`src/rtl/instr_fetch_pkg.sv`:
```
`default_nettype none
// ============================================================================
// Module      : instr_fetch_pkg
// Description : Shared state encoding and default widths for the fetch stage,
//               instruction register and instruction memory.
// Revision    : 1.0 - initial release
// ============================================================================
package instr_fetch_pkg;

  localparam int DEF_NBIT   = 16;
  localparam int DEF_ADDR_W = 8;

  localparam logic [2:0] S_IDLE  = 3'd0;
  localparam logic [2:0] S_FETCH = 3'd1;
  localparam logic [2:0] S_LOAD  = 3'd2;
  localparam logic [2:0] S_EXEC  = 3'd3;
  localparam logic [2:0] S_HALT  = 3'd4;

endpackage : instr_fetch_pkg
`default_nettype wire

```
`src/rtl/instr_fetch_pc.sv`:
```
`default_nettype none
// ============================================================================
// Module      : fetch_pc
// Description : Program counter register with increment-with-wrap and
//               direct target load; load takes priority over increment.
// Revision    : 1.0 - initial release
// ============================================================================
module fetch_pc
  import instr_fetch_pkg::*;
#(
  parameter int                ADDR_W   = DEF_ADDR_W,
  parameter logic [ADDR_W-1:0] RESET_PC = '0
) (
  input  logic              clk,
  input  logic              reset,
  input  logic              inc,
  input  logic              load,
  input  logic [ADDR_W-1:0] target,
  output logic [ADDR_W-1:0] pc
);

  logic [ADDR_W-1:0] r_pc;

  always_ff @(posedge clk or negedge reset) begin
    if (!reset) begin
      r_pc <= RESET_PC;
    end else if (load) begin
      r_pc <= target;
    end else if (inc) begin
      r_pc <= r_pc + 1'b1;
    end
  end

  assign pc = r_pc;

endmodule : fetch_pc
`default_nettype wire

```
`src/rtl/instr_fetch.sv`:
```
`default_nettype none
// ============================================================================
// Module      : instr_fetch
// Description : Fetch stage: req/ack instruction read, one-cycle load strobe
//               to the instruction register, branch redirect, halt, timeout.
// Revision    : 1.0 - initial release
// ============================================================================
module instr_fetch
  import instr_fetch_pkg::*;
#(
  parameter int                nBit     = DEF_NBIT,
  parameter int                ADDR_W   = DEF_ADDR_W,
  parameter logic [ADDR_W-1:0] RESET_PC = '0,
  parameter int                TIMEOUT  = 15
) (
  input  logic              clk,
  input  logic              reset,
  output logic              mem_req,
  output logic [ADDR_W-1:0] mem_addr,
  input  logic              mem_ack,
  input  logic [nBit-1:0]   mem_rdata,
  output logic [nBit-1:0]   control_word,
  output logic              instruct_load,
  input  logic              exec_done,
  input  logic              branch_en,
  input  logic [ADDR_W-1:0] branch_target,
  input  logic              halt_req,
  input  logic              stall,
  output logic [ADDR_W-1:0] pc,
  output logic              halted,
  output logic              fetch_err
);

  localparam int                 c_CNT_W   = (TIMEOUT < 1) ? 1 : $clog2(TIMEOUT + 1);
  localparam logic [c_CNT_W-1:0] c_TIMEOUT = c_CNT_W'(TIMEOUT);

  logic [2:0]         r_state;
  logic [c_CNT_W-1:0] r_cnt;
  logic [nBit-1:0]    r_control_word;
  logic               r_fetch_err;
  logic               w_pc_inc;
  logic               w_pc_load;

  // The increment lands in S_LOAD, so a branch in S_EXEC simply overwrites it.
  assign w_pc_inc  = (r_state == S_LOAD);
  assign w_pc_load = (r_state == S_EXEC) && exec_done && branch_en;

  fetch_pc #(
    .ADDR_W   (ADDR_W),
    .RESET_PC (RESET_PC)
  ) u_fetch_pc (
    .clk    (clk),
    .reset  (reset),
    .inc    (w_pc_inc),
    .load   (w_pc_load),
    .target (branch_target),
    .pc     (pc)
  );

  always_ff @(posedge clk or negedge reset) begin
    if (!reset) begin
      r_state        <= S_IDLE;
      r_cnt          <= '0;
      r_control_word <= '0;
      r_fetch_err    <= 1'b0;
    end else begin
      case (r_state)
        S_IDLE: begin
          if (!stall) begin
            r_state <= S_FETCH;
            r_cnt   <= '0;
          end
        end
        S_FETCH: begin
          // An ack in the timeout cycle still completes the fetch.
          if (mem_ack) begin
            r_control_word <= mem_rdata;
            r_state        <= S_LOAD;
          end else if (r_cnt == c_TIMEOUT) begin
            r_fetch_err <= 1'b1;
            r_state     <= S_HALT;
          end else begin
            r_cnt <= r_cnt + 1'b1;
          end
        end
        S_LOAD: begin
          r_state <= S_EXEC;
        end
        S_EXEC: begin
          if (exec_done) begin
            if (halt_req) begin
              r_state <= S_HALT;
            end else if (stall) begin
              r_state <= S_IDLE;
            end else begin
              r_state <= S_FETCH;
              r_cnt   <= '0;
            end
          end
        end
        S_HALT: begin
          r_state <= S_HALT;
        end
        default: begin
          r_state <= S_IDLE;
        end
      endcase
    end
  end

  assign mem_req       = (r_state == S_FETCH);
  assign instruct_load = (r_state == S_LOAD);
  assign halted        = (r_state == S_HALT);
  assign mem_addr      = pc;
  assign control_word  = r_control_word;
  assign fetch_err     = r_fetch_err;

endmodule : instr_fetch
`default_nettype wire

```
`config.mk`:
```
export PLATFORM = sky130hd
export DESIGN_NAME = instr_fetch
export DESIGN_NICKNAME = d
export VERILOG_FILES = /design/src/rtl/instr_fetch_pkg.sv /design/src/rtl/instr_fetch_pc.sv /design/src/rtl/instr_fetch.sv
export SDC_FILE = /design/constraint.sdc
export NUM_CORES = 1
export LEC_CHECK = 0
export ABC_AREA = 1
export ABC_CLOCK_PERIOD_IN_PS = 2120
export BUFFER_PORTS_ARGS = -buffer_cell sky130_fd_sc_hd__buf_2
export CORE_MARGIN = 2
export CORE_UTILIZATION = 52
export DETAILED_ROUTE_END_ITERATION = 6
export PLACE_DENSITY = 0.94
export SLEW_MARGIN = 10
export SYNTH_ARGS = -nofsm -noshare
export SYNTH_HDL_FRONTEND = slang
export SYNTH_SLANG_ARGS = --single-unit
```
`constraint.sdc`:
```
create_clock -name clk -period 2.12 [get_ports clk]
set_input_delay 0.424 -clock clk [delete_from_list [all_inputs] [get_ports clk]]
set_output_delay 0.424 -clock clk [all_outputs]
set_load 0.02 [all_outputs]
```
# ---- After elaboration in Yosys (flattened, before gate mapping)
# Cells that the tools add are included.
dict set report totals {
  latch_bits 0
  mem_count 0
  mem_bits_ro 0
  out_inout_bits 36
  ram_bits 0
  regBits 32
}
dict set report op_classes {
  div_mod_pow 0
  magnitude_cmp 0
  multipliers 0
  eq_ne 11
  add_sub_neg 2
  n_bitwise 1
  n_mux 15
  n_reduce_logical 9
  shifts 0
}
# cell n
set op_table {}
lappend op_table {{$mux 4} 5}
lappend op_table {{$mux 8} 2}
lappend op_table {{$mux 3} 5}
lappend op_table {{$pmux 3 s5} 1}
lappend op_table {{$pmux 4 s3} 1}
lappend op_table {{$ne 2x2->1 const B} 5}
lappend op_table {{$add 8x1->8 const B} 1}
lappend op_table {{$eq 3x2->1 const B} 2}
lappend op_table {{$reduce_and 3->1} 2}
lappend op_table {{$reduce_and 5->1} 1}
lappend op_table {{$add 4x1->4 const B} 1}
lappend op_table {{$eq 4x4->1 const B} 1}
lappend op_table {{$eq 3x1->1 const B} 1}
lappend op_table {{$eq 3x3->1 const B} 1}
lappend op_table {{$logic_not 3->1} 1}
lappend op_table {{$ne 3x1->1 const B} 1}
lappend op_table {{$reduce_bool 3->1} 1}
lappend op_table {{$logic_and 1x1->1} 2}
lappend op_table {{$reduce_and 2->1} 1}
lappend op_table {{$reduce_bool 2->1} 1}
lappend op_table {{$mux 1} 1}
lappend op_table {{$not 1->1} 1}

# ---- Depth between registers and ports, before layout
# Gate-level depths: netlist of the first run.
dict set report depth {
  ltp_word 4
  ltp_mapped 8
  mapped_depth_nobuf 8
}

# ---- Hierarchy
# A second synthesis of the first run with hierarchy kept.
dict set report hier_totals {
  hier_cells 214
  hier_area_um2 1760.4
}
# mod seq_area_each_um2 n_inst area_each_um2 cells_per_inst
set by_module_without_submodules {}
lappend by_module_without_submodules {instr_fetch 600.6 1 1261.2 152}
lappend by_module_without_submodules {fetch_pc 200.2 1 499.2 62}

# ---- Worst setup path after synthesis of the first run
# No wires, ideal clock.
dict set report synth_timing {
  kind {register to output}
  from {register r_state[0]}
  to {output halted}
  t_arrival_ns 1.021
  stages_incl_launch_ff 2
  required_time_ns 1.696
  slack_ns 0.675
  cell_sequence {dfrtp_1 > nor3_1}
}
dict set report synth_between {
  elab_chain_len 1
}
# item line
set synth_rtl {}
lappend synth_rtl {{start: declaration} instr_fetch.sv:37} ;# logic [2:0] r_state;
lappend synth_rtl {{start signal: assignment} instr_fetch.sv:62} ;# r_state <= S_IDLE;
lappend synth_rtl {{start signal: assignment} instr_fetch.sv:70} ;# r_state <= S_FETCH;
lappend synth_rtl {{start signal: assignment} instr_fetch.sv:78} ;# r_state <= S_LOAD;
lappend synth_rtl {{$eq 3x3->1} instr_fetch.sv:113} ;# assign halted = (r_state == S_HALT);
lappend synth_rtl {{end: declaration} instr_fetch.sv:30} ;# output logic halted,
# No other way between the ends.

# ---- Worst setup path after layout of the first run
dict set report layout_timing {
  from {register r_state[1]}
  to {output mem_req}
}
dict set report layout_between {
  elab_chain_len 1
}
# item line
set layout_rtl {}
lappend layout_rtl {{$eq 3x1->1} instr_fetch.sv:111} ;# assign mem_req = (r_state == S_FETCH);
lappend layout_rtl {{end: declaration} instr_fetch.sv:18} ;# output logic mem_req,
# No other way between the ends.

==> metrics.txt, run 1 <==
# TYPE chip_impl_metric gauge
chip_impl_metric{name="num_antenna_cells",unit=""} 0
chip_impl_metric{name="p_sw_share",unit="%"} 49.5
chip_impl_metric{name="die_area",unit="um^2"} 3890
chip_impl_info{name="cts-root-buf",value="sky130_fd_sc_hd__clkbuf_4"} 1
chip_impl_metric{name="layout.core_utilization",unit="%"} 64.2
chip_impl_metric{name="syn_avg_cell_area",unit="um^2"} 7.97
chip_impl_metric{name="first_global_vias",unit=""} 1531
chip_impl_info{name="ys_top_cells_by_area",value="sky130_fd_sc_hd__dfrtp_1, sky130_fd_sc_hd__nand2_1, sky130_fd_sc_hd__nand3_1, sky130_fd_sc_hd__inv_1, sky130_fd_sc_hd__buf_4"} 1
chip_impl_metric{name="ctsResizeCount",unit=""} 0
chip_impl_metric{name="postCtsSetupBuffers",unit=""} 0
chip_impl_metric{name="std_cell_rows",unit=""} 21
chip_impl_metric{name="critical_path.max_fanout",unit=""} 19
chip_impl_info{name="worstSetupStartpointType",value="flip-flop"} 1
chip_impl_metric{name="grt_antenna_before_repair",unit=""} 0
chip_impl_metric{name="power_density_of_the_placed_cells",unit="nW/um^2"} 1410
chip_impl_metric{name="critical_path_arrival",unit="ns"} 1.48
chip_impl_metric{name="ant_nets",unit=""} 0
chip_impl_metric{name="worst_slew_pin_slew",unit="ns"} 0.709
chip_impl_metric{name="number_of_slew_limit_violations_in_the_final_report",unit=""} 0
chip_impl_metric{name="hold_viol_final",unit=""} 0
chip_impl_metric{name="period_minus_slack",unit="ns"} 1.90
chip_impl_metric{name="postCtsHoldBufs",unit=""} 0
chip_impl_metric{name="clock_skew",unit="ns"} 0.00822
chip_impl_metric{name="grt_overflow",unit=""} 0
chip_impl_info{name="status",value="completed"} 1
chip_impl_metric{name="vdd_drop_max",unit="mV"} 0.697
chip_impl_metric{name="groute.usage.overall",unit="%"} 20.9
chip_impl_metric{name="wl_per_cell",unit="um"} 11.3
chip_impl_metric{name="netlist_area",unit="um^2"} 1770
chip_impl_metric{name="synth_warnings",unit=""} 0
chip_impl_metric{name="pwr-share-seq",unit="%"} 36.8
chip_impl_metric{name="globalplace.congestion",unit=""} 0.919
chip_impl_metric{name="clkLatencyLatePin",unit="ns"} 0.34
chip_impl_metric{name="core_region_area",unit="um^2"} 3310
chip_impl_metric{name="buffer_ports.inserted",unit=""} 66
chip_impl_info{name="worstSetupPathType",value="reg2out"} 1
chip_impl_info{name="critPathCaptureType",value="primary output"} 1
chip_impl_metric{name="nNetsFinal",unit=""} 315
chip_impl_metric{name="post-dp-hpwl",unit="um"} 2770
chip_impl_metric{name="cap_viol_max_count",unit=""} 0
chip_impl_metric{name="cts.clk_slew.worst_paths",unit="ns"} 0.11
chip_impl_metric{name="htree_num_levels",unit=""} 2
chip_impl_metric{name="grt_start_max_net_pins",unit=""} 33
chip_impl_metric{name="detailed_route_vias_per_instance",unit=""} 5.05
chip_impl_metric{name="setup-tns-final",unit="ns"} 0
chip_impl_metric{name="synth-seq-area-share",unit="%"} 45.2
chip_impl_metric{name="max-clock-path-buffers",unit=""} 2
chip_impl_metric{name="die_y",unit="um"} 62.4
chip_impl_metric{name="wire_length_of_the_first_global_routing_pass",unit="um"} 6510
chip_impl_metric{name="layout-area-overhead-vs-synth",unit="%"} 20.1
chip_impl_metric{name="p_leak",unit="nW"} 1.25
chip_impl_metric{name="netSwitchingPower",unit="W"} 0.00148
chip_impl_metric{name="postSynthRegisterBits",unit=""} 32
chip_impl_metric{name="ys_types",unit=""} 30
chip_impl_metric{name="remaining_drc_errors",unit=""} 0
chip_impl_metric{name="max_slew_headroom",unit="%"} 52.8
chip_impl_metric{name="syn_nets",unit=""} 255
chip_impl_metric{name="floorplan.initialDensity",unit="%"} 53.5
chip_impl_metric{name="layout_worst_path_cycle_share",unit="%"} 89.8
chip_impl_metric{name="combPwrFrac",unit="%"} 51.4
chip_impl_metric{name="post_route_cells_drive_above_1_share",unit="%"} 31.4
chip_impl_metric{name="post_synth_inst_count",unit=""} 222
chip_impl_metric{name="die_width",unit="um"} 62.4
chip_impl_metric{name="design.portCount",unit=""} 67
chip_impl_metric{name="p_int",unit="W"} 0.00151
chip_impl_info{name="holdCritPathClass",value="in2async"} 1
chip_impl_metric{name="yosysTopAreaCellShare",unit="%"} 45.2
chip_impl_metric{name="fillerInstances",unit=""} 303
chip_impl_metric{name="tritoncts.num_buffers",unit=""} 5
chip_impl_metric{name="via_count",unit=""} 1660
chip_impl_metric{name="critPathRequiredTime",unit="ns"} 1.70
chip_impl_info{name="tritoncts",value="built"} 1
chip_impl_info{name="post-synth-top-area-cell",value="sky130_fd_sc_hd__dfrtp_1"} 1
chip_impl_metric{name="share_clk_of_total_power",unit="%"} 11.8
chip_impl_metric{name="post-layout-total-power",unit="W"} 0.00299
chip_impl_metric{name="detail_route.iter0.violations",unit=""} 94
chip_impl_metric{name="cts_num_sinks",unit=""} 32
chip_impl_metric{name="achievable-frequency",unit="MHz"} 525
chip_impl_metric{name="drtPass1Iterations",unit=""} 4
chip_impl_metric{name="final-setup-viol-count",unit=""} 0
chip_impl_info{name="grt_setup_unrepaired",value="no"} 1
chip_impl_metric{name="wl",unit="um"} 3730
per-layer routing:
metal	part of all wire, %	wire length, um	global-route usage [%]
met1	43	1600	24.3
met2	51	1890	38.3
met3	5.3	198	5.80
met4	1.0	38	5.00
met5	0	0	0
state kept, by name, summed over array words and instances (netlist names):
signal,cells
fetch_err,1
u_fetch_pc.pc,8
r_state,3
control_word,16
r_cnt,4
metrics by stage:
stage / setup slack [ns] / std cells / instance area, um^2 / hold slack [ns]
detailed placement: 0.608 / 321 / 2060 / 0.441
CTS: 0.222 / 329 / 2130 / 0.131
global route: 0.151 / 329 / 2130 / 0.159
finish: 0.216 / 329 / 2130 / 0.120
global placement: 0.637 / 321 / 2060 / 0.437
floorplan: 0.675 / 222 / 1770 / 0.128
cells by family (layout without fill, tap and decap cells):
family          Yosys count  in the layout  share of synthesized area [%]
simple gates            134            134                           36.1
buf+inv                  35             96                           10.1
flops                    32             32                           45.2
compound gates           15             15                           5.16
xor+xnor                  4              4                           1.98
fa+ha+maj                 2              2                           1.41
synth_stat cells:
cell and count:
sky130_fd_sc_hd__nand3_2 2, sky130_fd_sc_hd__nor2_4 2, sky130_fd_sc_hd__nand2_4 4, sky130_fd_sc_hd__nand4_1 1, sky130_fd_sc_hd__a21oi_1 2, sky130_fd_sc_hd__buf_4 9
sky130_fd_sc_hd__inv_4 1, sky130_fd_sc_hd__nand2_2 1, sky130_fd_sc_hd__o21ai_1 1, sky130_fd_sc_hd__xnor2_1 1, sky130_fd_sc_hd__ha_1 2, sky130_fd_sc_hd__o211ai_1 2
sky130_fd_sc_hd__nand3_4 1, sky130_fd_sc_hd__dfrtp_1 32, sky130_fd_sc_hd__nand2_1 72, sky130_fd_sc_hd__buf_2 3, sky130_fd_sc_hd__nor3b_1 2, sky130_fd_sc_hd__a21o_1 1
sky130_fd_sc_hd__nor3_2 1, sky130_fd_sc_hd__nor2_1 13, sky130_fd_sc_hd__nor3_1 1, sky130_fd_sc_hd__xor2_1 3, sky130_fd_sc_hd__buf_6 1, sky130_fd_sc_hd__nand3_1 32
sky130_fd_sc_hd__inv_1 19, sky130_fd_sc_hd__o211ai_2 1, sky130_fd_sc_hd__o21ai_0 7, sky130_fd_sc_hd__a31oi_1 1, sky130_fd_sc_hd__inv_2 2, sky130_fd_sc_hd__or2_0 2
final timing paths:
check / start / end / slack [ns] / cells after the start
setup / recovery: r_state[1]$_DFFE_PN0P_ / mem_req / 0.22 / 4
hold / removal: reset / control_word[2]$_DFFE_PN0P_ / 0.12 / 1
setup reg to reg: r_cnt[0]$_DFFE_PN0P_ / r_cnt[3]$_DFFE_PN0P_ / 0.65 / 7
hold reg to reg: fetch_err$_DFFE_PN0P_ / fetch_err$_DFFE_PN0P_ / 0.47 / 1
max in group asynchronous: reset / u_fetch_pc.pc[6]$_DFFE_PN0P_ / 1.55 / 1
min in group clk: mem_rdata[6] / control_word[6]$_DFFE_PN0P_ / 0.31 / 3
cells in the final DEF (no fill, tap or decap), types with 3 or more instances in the layout:
cell type and n:
sky130_fd_sc_hd__nor2_1 13, sky130_fd_sc_hd__o21ai_0 7, sky130_fd_sc_hd__xor2_1 3, sky130_fd_sc_hd__nand3_1 32, sky130_fd_sc_hd__nand2_4 4, sky130_fd_sc_hd__nand2_1 72
sky130_fd_sc_hd__inv_1 19, sky130_fd_sc_hd__clkbuf_4 5, sky130_fd_sc_hd__buf_2 66, sky130_fd_sc_hd__dfrtp_1 32
final cells by class:
class / count / area, um^2 / share of cell area [%]
clock inverter: 3 / 23.8 / 1.12
tap: 46 / 57.6 / 2.71
multi-input combinational: 155 / 791 / 37.2
timing repair buffer: 66 / 330 / 15.5
sequential: 32 / 801 / 37.7
clock buffer: 5 / 37.5 / 1.77
inverter: 22 / 85.1 / 4.00
critical path: stages (launching register included):
cell	delay, ns
sky130_fd_sc_hd__dfrtp_1	0.46
sky130_fd_sc_hd__inv_1	0.15
sky130_fd_sc_hd__nand3_4	0.13
sky130_fd_sc_hd__inv_4	0.20
sky130_fd_sc_hd__buf_2	0.20
power groups by stage:
stage	Combinational, W	Clock (W)	Sequential, W
floorplan	0.000928	0	0.00133
global placement	0.00151	0	0.00109
detailed placement	0.00155	0	0.00110
CTS	0.00155	0.000368	0.00110
global route	0.00172	0.000392	0.00114
finish	0.00154	0.000354	0.00110
(Power assumes the default switching activity.)
==> run 2: changes to the inputs <==
Settings changed: ABC_CLOCK_PERIOD_IN_PS 2120 to 2100, CORE_UTILIZATION 52 to 49, PLACE_DENSITY 0.94 to 0.9.
Clock period 2.12 ns to 2.1 ns, I/O delays scaled along.
==> metrics.txt, run 2 (synthesized netlist as in run 1, its figures left out) <==
# TYPE chip_impl_metric gauge
chip_impl_info{name="path_delay_family",value="buffers and inverters"} 1
chip_impl_metric{name="final_cells",unit=""} 329
chip_impl_metric{name="power_density_of_the_placed_cells",unit="nW/um^2"} 1470
chip_impl_metric{name="nNetsFinal",unit=""} 315
chip_impl_metric{name="reg2reg_depth",unit=""} 7
chip_impl_metric{name="cts.clk_slew.worst_paths",unit="ns"} 0.10
chip_impl_info{name="status",value="completed"} 1
chip_impl_metric{name="core_region_area",unit="um^2"} 3420
chip_impl_info{name="tritoncts",value="built"} 1
chip_impl_metric{name="postCtsSetupBuffers",unit=""} 0
chip_impl_metric{name="detail_route.iter0.violations",unit=""} 56
chip_impl_metric{name="multi_input_area",unit="um^2"} 791
chip_impl_metric{name="detailed_route_vias_per_instance",unit=""} 4.93
chip_impl_metric{name="drtPass1Iterations",unit=""} 4
chip_impl_metric{name="grt_start_max_net_pins",unit=""} 33
chip_impl_metric{name="via_count",unit=""} 1622
chip_impl_metric{name="critPathRequiredTime",unit="ns"} 1.68
chip_impl_metric{name="fillerInstances",unit=""} 326
chip_impl_metric{name="floorplan.initialDensity",unit="%"} 51.8
chip_impl_info{name="worstSetupStartpointType",value="flip-flop"} 1
chip_impl_metric{name="htree_num_levels",unit=""} 2
chip_impl_metric{name="ant_nets",unit=""} 0
chip_impl_info{name="layout.cells.most_common",value="sky130_fd_sc_hd__nand2_1"} 1
chip_impl_metric{name="p_leak",unit="nW"} 1.28
chip_impl_metric{name="die_y",unit="um"} 64.1
chip_impl_info{name="holdCritPathClass",value="in2async"} 1
chip_impl_metric{name="max-clock-path-buffers",unit=""} 2
chip_impl_metric{name="wl_per_cell",unit="um"} 11.2
chip_impl_metric{name="groute.usage.overall",unit="%"} 19.7
chip_impl_metric{name="wire_length_of_the_first_global_routing_pass",unit="um"} 6350
chip_impl_metric{name="clkLatencyLatePin",unit="ns"} 0.33
chip_impl_metric{name="hold_viol_final",unit=""} 0
chip_impl_metric{name="num_antenna_cells",unit=""} 0
chip_impl_metric{name="layout_worst_path_cycle_share",unit="%"} 89.6
chip_impl_metric{name="die_area",unit="um^2"} 4110
chip_impl_metric{name="post_route_cells_drive_above_1_share",unit="%"} 31.4
chip_impl_metric{name="wl",unit="um"} 3690
chip_impl_metric{name="globalplace.congestion",unit=""} 0.854
chip_impl_info{name="critPathCaptureType",value="primary output"} 1
chip_impl_metric{name="cap_viol_max_count",unit=""} 0
chip_impl_metric{name="critical_path_arrival",unit="ns"} 1.46
chip_impl_info{name="timing.critical_path.cells",value="inv_1, nand3_4, inv_4, buf_2"} 1
chip_impl_metric{name="post-layout-total-power",unit="W"} 0.00318
chip_impl_metric{name="post-place-cells",unit=""} 321
chip_impl_metric{name="register_area",unit="um^2"} 801
chip_impl_metric{name="tritoncts.num_buffers",unit=""} 5
chip_impl_metric{name="critical_path_cell_count",unit=""} 4
chip_impl_metric{name="std_cell_rows",unit=""} 21
chip_impl_info{name="worstSetupPathType",value="reg2out"} 1
chip_impl_metric{name="cp_buf_inv_count",unit=""} 3
chip_impl_metric{name="layout-area-overhead-vs-synth",unit="%"} 22.0
chip_impl_metric{name="vdd_drop_max",unit="mV"} 0.696
chip_impl_metric{name="number_of_slew_limit_violations_in_the_final_report",unit=""} 0
chip_impl_metric{name="largest_register_ff_count",unit=""} 16
chip_impl_info{name="cts-root-buf",value="sky130_fd_sc_hd__clkbuf_4"} 1
chip_impl_metric{name="final-setup-viol-count",unit=""} 0
chip_impl_metric{name="setup-tns-final",unit="ns"} 0
chip_impl_metric{name="period_minus_slack",unit="ns"} 1.88
chip_impl_metric{name="critical-path-max-stage-delay",unit="ns"} 0.45
chip_impl_metric{name="clock_skew",unit="ns"} 0.00351
chip_impl_info{name="critPathSlowestCell",value="sky130_fd_sc_hd__dfrtp_1"} 1
chip_impl_metric{name="first_global_vias",unit=""} 1444
chip_impl_metric{name="die_width",unit="um"} 64.1
chip_impl_metric{name="design.portCount",unit=""} 67
chip_impl_metric{name="cts_num_sinks",unit=""} 32
chip_impl_metric{name="postCtsHoldBufs",unit=""} 0
chip_impl_metric{name="post-dp-hpwl",unit="um"} 2770
chip_impl_info{name="layout_common_cells",value="sky130_fd_sc_hd__nand2_1, sky130_fd_sc_hd__buf_2, sky130_fd_sc_hd__nand3_1, sky130_fd_sc_hd__dfrtp_1, sky130_fd_sc_hd__inv_1"} 1
chip_impl_metric{name="remaining_drc_errors",unit=""} 0
chip_impl_metric{name="grt_antenna_before_repair",unit=""} 0
chip_impl_metric{name="buffer_ports.inserted",unit=""} 66
chip_impl_info{name="grt_setup_unrepaired",value="no"} 1
chip_impl_metric{name="ctsResizeCount",unit=""} 0
chip_impl_metric{name="whs",unit="ns"} 0.123
chip_impl_metric{name="worst_slew_pin_slew",unit="ns"} 0.693
chip_impl_metric{name="achievable-frequency",unit="MHz"} 531
chip_impl_metric{name="max_slew_headroom",unit="%"} 53.8
chip_impl_metric{name="critical_path.max_fanout",unit=""} 19
chip_impl_metric{name="grt_overflow",unit=""} 0
## run 2: changes by cell type in the layout (fill, tap and decap cells not counted), sizes merged
cell	change
bufinv	+1
clkbuf	+2
clkinv	-1
clkinvlp	-2
## run 2: power breakdown
part	switching (W)	internal, W
sequential	0.000236	0.000868
clock	0.000206	0.000316
combinational	0.00103	0.000525
total	0.00147	0.00171
## run 2: worst register-to-register path, stage by stage (launching register included)
cell                      delay [ns]
sky130_fd_sc_hd__dfrtp_1        0.45
sky130_fd_sc_hd__inv_1          0.15
sky130_fd_sc_hd__nand3_4        0.13
sky130_fd_sc_hd__inv_4          0.19
sky130_fd_sc_hd__o21ai_0        0.15
sky130_fd_sc_hd__nand3_2        0.14
sky130_fd_sc_hd__nand2_1        0.07
sky130_fd_sc_hd__nand2_1        0.05
## run 2: path summary, 6_finish.rpt
path | startpoint | end | slack (ns)
worst max-delay path | r_state[1]$_DFFE_PN0P_ | mem_req | 0.22
worst min-delay path | reset | r_state[2]$_DFFE_PN0P_ | 0.12
worst max register to register | r_state[1]$_DFFE_PN0P_ | r_cnt[3]$_DFFE_PN0P_ | 0.71
worst min register to register | control_word[8]$_DFFE_PN0P_ | control_word[8]$_DFFE_PN0P_ | 0.48
max in group asynchronous | reset | u_fetch_pc.pc[3]$_DFFE_PN0P_ | 1.54
min in group clk | mem_rdata[4] | control_word[4]$_DFFE_PN0P_ | 0.31
## run 2: metrics by stage
step	area, um^2	worst slack, ns	utilization (%)
2_1_floorplan	1770	0.659	-
3_3_place_gp	2060	0.622	60.4
3_5_place_dp	2060	0.580	60.4
4_1_cts	2160	0.206	63.2
5_1_grt	2160	0.108	63.2
6_report	2160	0.217	63.2
## run 2: area by class of cell
cell class                      count  share of cell area [%]
Tap cell                           46                    2.67
Clock inverter                      1                    1.39
Clock buffer                        7                    3.01
Inverter                           22                    3.94
Timing Repair Buffer               66                    15.3
Sequential cell                    32                    37.1
Multi-Input combinational cell    155                    36.6
## run 2: layer usage
layer / track usage [%] / vias to the layer above / wire length (um)
met2: 33.2 / 56 / 1810
met5: 0 / - / 0
met4: 6.65 / 0 / 21
li1: - / 821 / -
met3: 4.58 / 3 / 296
met1: 24.8 / 742 / 1550
==> run 3: changes to the inputs <==
Settings changed: RECOVER_POWER from default to 50.
==> metrics.txt, run 3 (synthesized netlist as in run 1, its figures left out) <==
# TYPE chip_impl_metric gauge
chip_impl_metric{name="design.portCount",unit=""} 67
chip_impl_metric{name="ctsResizeCount",unit=""} 0
chip_impl_metric{name="critical_path_arrival",unit="ns"} 1.46
chip_impl_metric{name="netSwitchingPower",unit="W"} 0.00148
chip_impl_info{name="layout.cells.most_common",value="sky130_fd_sc_hd__nand2_1"} 1
chip_impl_metric{name="p_leak",unit="nW"} 1.23
chip_impl_info{name="status",value="complete, but fails checks"} 1
chip_impl_info{name="critPathCaptureType",value="primary output"} 1
chip_impl_metric{name="nNetsFinal",unit=""} 315
chip_impl_info{name="violated_checks",value="capacitance limit, slew limit"} 1
chip_impl_metric{name="groute.usage.overall",unit="%"} 19.7
chip_impl_metric{name="critical_path.max_fanout",unit=""} 19
chip_impl_info{name="cts-root-buf",value="sky130_fd_sc_hd__clkbuf_4"} 1
chip_impl_metric{name="drtPass1Iterations",unit=""} 4
chip_impl_metric{name="clock_skew",unit="ns"} 0.00369
chip_impl_metric{name="max_slew_headroom",unit="%"} -10.1
chip_impl_metric{name="dpl_worst_slack",unit="ns"} 0.580
chip_impl_metric{name="combPwrFrac",unit="%"} 48.3
chip_impl_metric{name="pwr-share-seq",unit="%"} 35.1
chip_impl_metric{name="globalplace.congestion",unit=""} 0.854
chip_impl_metric{name="ant_nets",unit=""} 0
chip_impl_metric{name="p_int",unit="W"} 0.00168
chip_impl_metric{name="post-dp-hpwl",unit="um"} 2770
chip_impl_metric{name="placed_area",unit="um^2"} 2060
chip_impl_metric{name="share_clk_of_total_power",unit="%"} 16.6
chip_impl_metric{name="final-setup-viol-count",unit=""} 0
chip_impl_metric{name="critPathRequiredTime",unit="ns"} 1.68
chip_impl_metric{name="postCtsHoldBufs",unit=""} 0
chip_impl_metric{name="grt_antenna_before_repair",unit=""} 0
chip_impl_metric{name="achievable-frequency",unit="MHz"} 531
chip_impl_metric{name="power_density_of_the_placed_cells",unit="nW/um^2"} 1470
chip_impl_metric{name="wire_length_of_the_first_global_routing_pass",unit="um"} 6350
chip_impl_metric{name="core_region_area",unit="um^2"} 3420
chip_impl_metric{name="max-clock-path-buffers",unit=""} 2
chip_impl_metric{name="detailed_route_vias_per_instance",unit=""} 4.93
chip_impl_metric{name="std_cell_rows",unit=""} 21
chip_impl_metric{name="setup_slack",unit="ns"} 0.217
chip_impl_metric{name="die_area",unit="um^2"} 4110
chip_impl_info{name="tritoncts",value="built"} 1
chip_impl_metric{name="layout_worst_path_cycle_share",unit="%"} 89.7
chip_impl_metric{name="final_area",unit="um^2"} 2140
chip_impl_info{name="timing.critical_path.cells",value="inv_1, nand3_4, inv_4, buf_2"} 1
chip_impl_metric{name="detail_route.iter0.violations",unit=""} 54
chip_impl_info{name="layout_common_cells",value="sky130_fd_sc_hd__nand2_1, sky130_fd_sc_hd__buf_2, sky130_fd_sc_hd__nand3_1, sky130_fd_sc_hd__dfrtp_1, sky130_fd_sc_hd__inv_1"} 1
chip_impl_metric{name="largest_register_ff_count",unit=""} 16
chip_impl_metric{name="final_cells",unit=""} 329
chip_impl_metric{name="layout.core_utilization",unit="%"} 62.7
chip_impl_metric{name="cts.clk_slew.worst_paths",unit="ns"} 0.10
chip_impl_info{name="holdCritPathClass",value="in2reg"} 1
chip_impl_metric{name="post-place-cells",unit=""} 321
chip_impl_metric{name="remaining_drc_errors",unit=""} 0
chip_impl_info{name="worstSetupStartpointType",value="flip-flop"} 1
chip_impl_metric{name="via_count",unit=""} 1621
chip_impl_info{name="worstSetupPathType",value="reg2out"} 1
chip_impl_metric{name="number_of_slew_limit_violations_in_the_final_report",unit=""} 33
chip_impl_metric{name="cts_num_sinks",unit=""} 32
chip_impl_metric{name="wl",unit="um"} 3670
chip_impl_metric{name="grt_start_max_net_pins",unit=""} 33
chip_impl_metric{name="wl_per_cell",unit="um"} 11.2
chip_impl_metric{name="first_global_vias",unit=""} 1444
chip_impl_metric{name="p_sw_share",unit="%"} 46.8
chip_impl_metric{name="layout-area-overhead-vs-synth",unit="%"} 21.0
chip_impl_metric{name="grt_overflow",unit=""} 0
chip_impl_metric{name="vdd_drop_max",unit="mV"} 0.689
chip_impl_metric{name="postCtsSetupBuffers",unit=""} 0
chip_impl_metric{name="die_width",unit="um"} 64.1
chip_impl_metric{name="worst_slew_pin_slew",unit="ns"} 1.65
chip_impl_metric{name="buffer_ports.inserted",unit=""} 66
chip_impl_info{name="critPathSlowestCell",value="sky130_fd_sc_hd__dfrtp_1"} 1
chip_impl_metric{name="hold_viol_final",unit=""} 0
chip_impl_metric{name="setup-tns-final",unit="ns"} 0
chip_impl_metric{name="tritoncts.num_buffers",unit=""} 5
chip_impl_metric{name="num_antenna_cells",unit=""} 0
chip_impl_metric{name="post_route_cells_drive_above_1_share",unit="%"} 26.5
chip_impl_metric{name="cap_viol_max_count",unit=""} 1
chip_impl_info{name="grt_setup_unrepaired",value="no"} 1
chip_impl_metric{name="period_minus_slack",unit="ns"} 1.88
chip_impl_metric{name="clkLatencyLatePin",unit="ns"} 0.33
chip_impl_metric{name="floorplan.initialDensity",unit="%"} 51.8
chip_impl_metric{name="htree_num_levels",unit=""} 2
chip_impl_metric{name="critical-path-max-stage-delay",unit="ns"} 0.45
chip_impl_metric{name="die_y",unit="um"} 64.1
[run 3: changes by cell type in the layout (fill, tap and decap cells not counted)]
cell and change:
sky130_fd_sc_hd__buf_2 -14, sky130_fd_sc_hd__clkbuf_1 +14
[run 3: metal layers]
metal | global-route usage, % | routed length [um] | vias up
met5 | 0 | 0 | -
li1 | - | - | 822
met1 | 24.8 | 1560 | 740
met4 | 6.65 | 21 | 0
met2 | 33.2 | 1800 | 56
met3 | 4.58 | 283 | 3
[run 3: stage by stage]
step	total power (W)	hold WS (ns)
final	0.00315	0.314
after CTS	0.00321	0.136
after global routing	0.00342	0.308
after global placement	0.00262	0.444
after floorplan	0.00228	0.124
after detailed placement	0.00268	0.457
[run 3: critical path, delay by kind of cell, from the launching register on]
kind	cells	cell delay (ns)
buffers and inverters	3	0.54
flip-flops	1	0.45
AND/OR/NAND/NOR	1	0.13
[run 3: final timing paths]
kind | startpoint | to | slack (ns) | depth (start not counted)
min in group asynchronous | reset | r_state[2]$_DFFE_PN0P_ | 0.50 | 1
max in group asynchronous | reset | u_fetch_pc.pc[3]$_DFFE_PN0P_ | 0.65 | 1
min reg2reg | fetch_err$_DFFE_PN0P_ | fetch_err$_DFFE_PN0P_ | 0.48 | 1
min | mem_rdata[7] | control_word[7]$_DFFE_PN0P_ | 0.31 | 3
max reg2reg | r_state[1]$_DFFE_PN0P_ | r_cnt[3]$_DFFE_PN0P_ | 0.71 | 7
max | r_state[1]$_DFFE_PN0P_ | mem_req | 0.22 | 4
[run 3: power groups by stage]
stage	Sequential, W	Clock [W]	Combinational [W]
after CTS	0.00110	0.000530	0.00157
after global placement	0.00110	0	0.00152
after detailed placement	0.00111	0	0.00156
after global routing	0.00115	0.000566	0.00170
after floorplan	0.00134	0	0.000937
final	0.00111	0.000522	0.00152
[run 3: layout make-up]
class / count / area (um^2)
multi-input cells: 155 / 791
repair buffers: 66 / 313
inverters: 22 / 85.1
clock inverters: 1 / 30.0
fillers: 333 / 1270
clock buffers: 7 / 65.1
well taps: 46 / 57.6
flip-flops and latches: 32 / 801
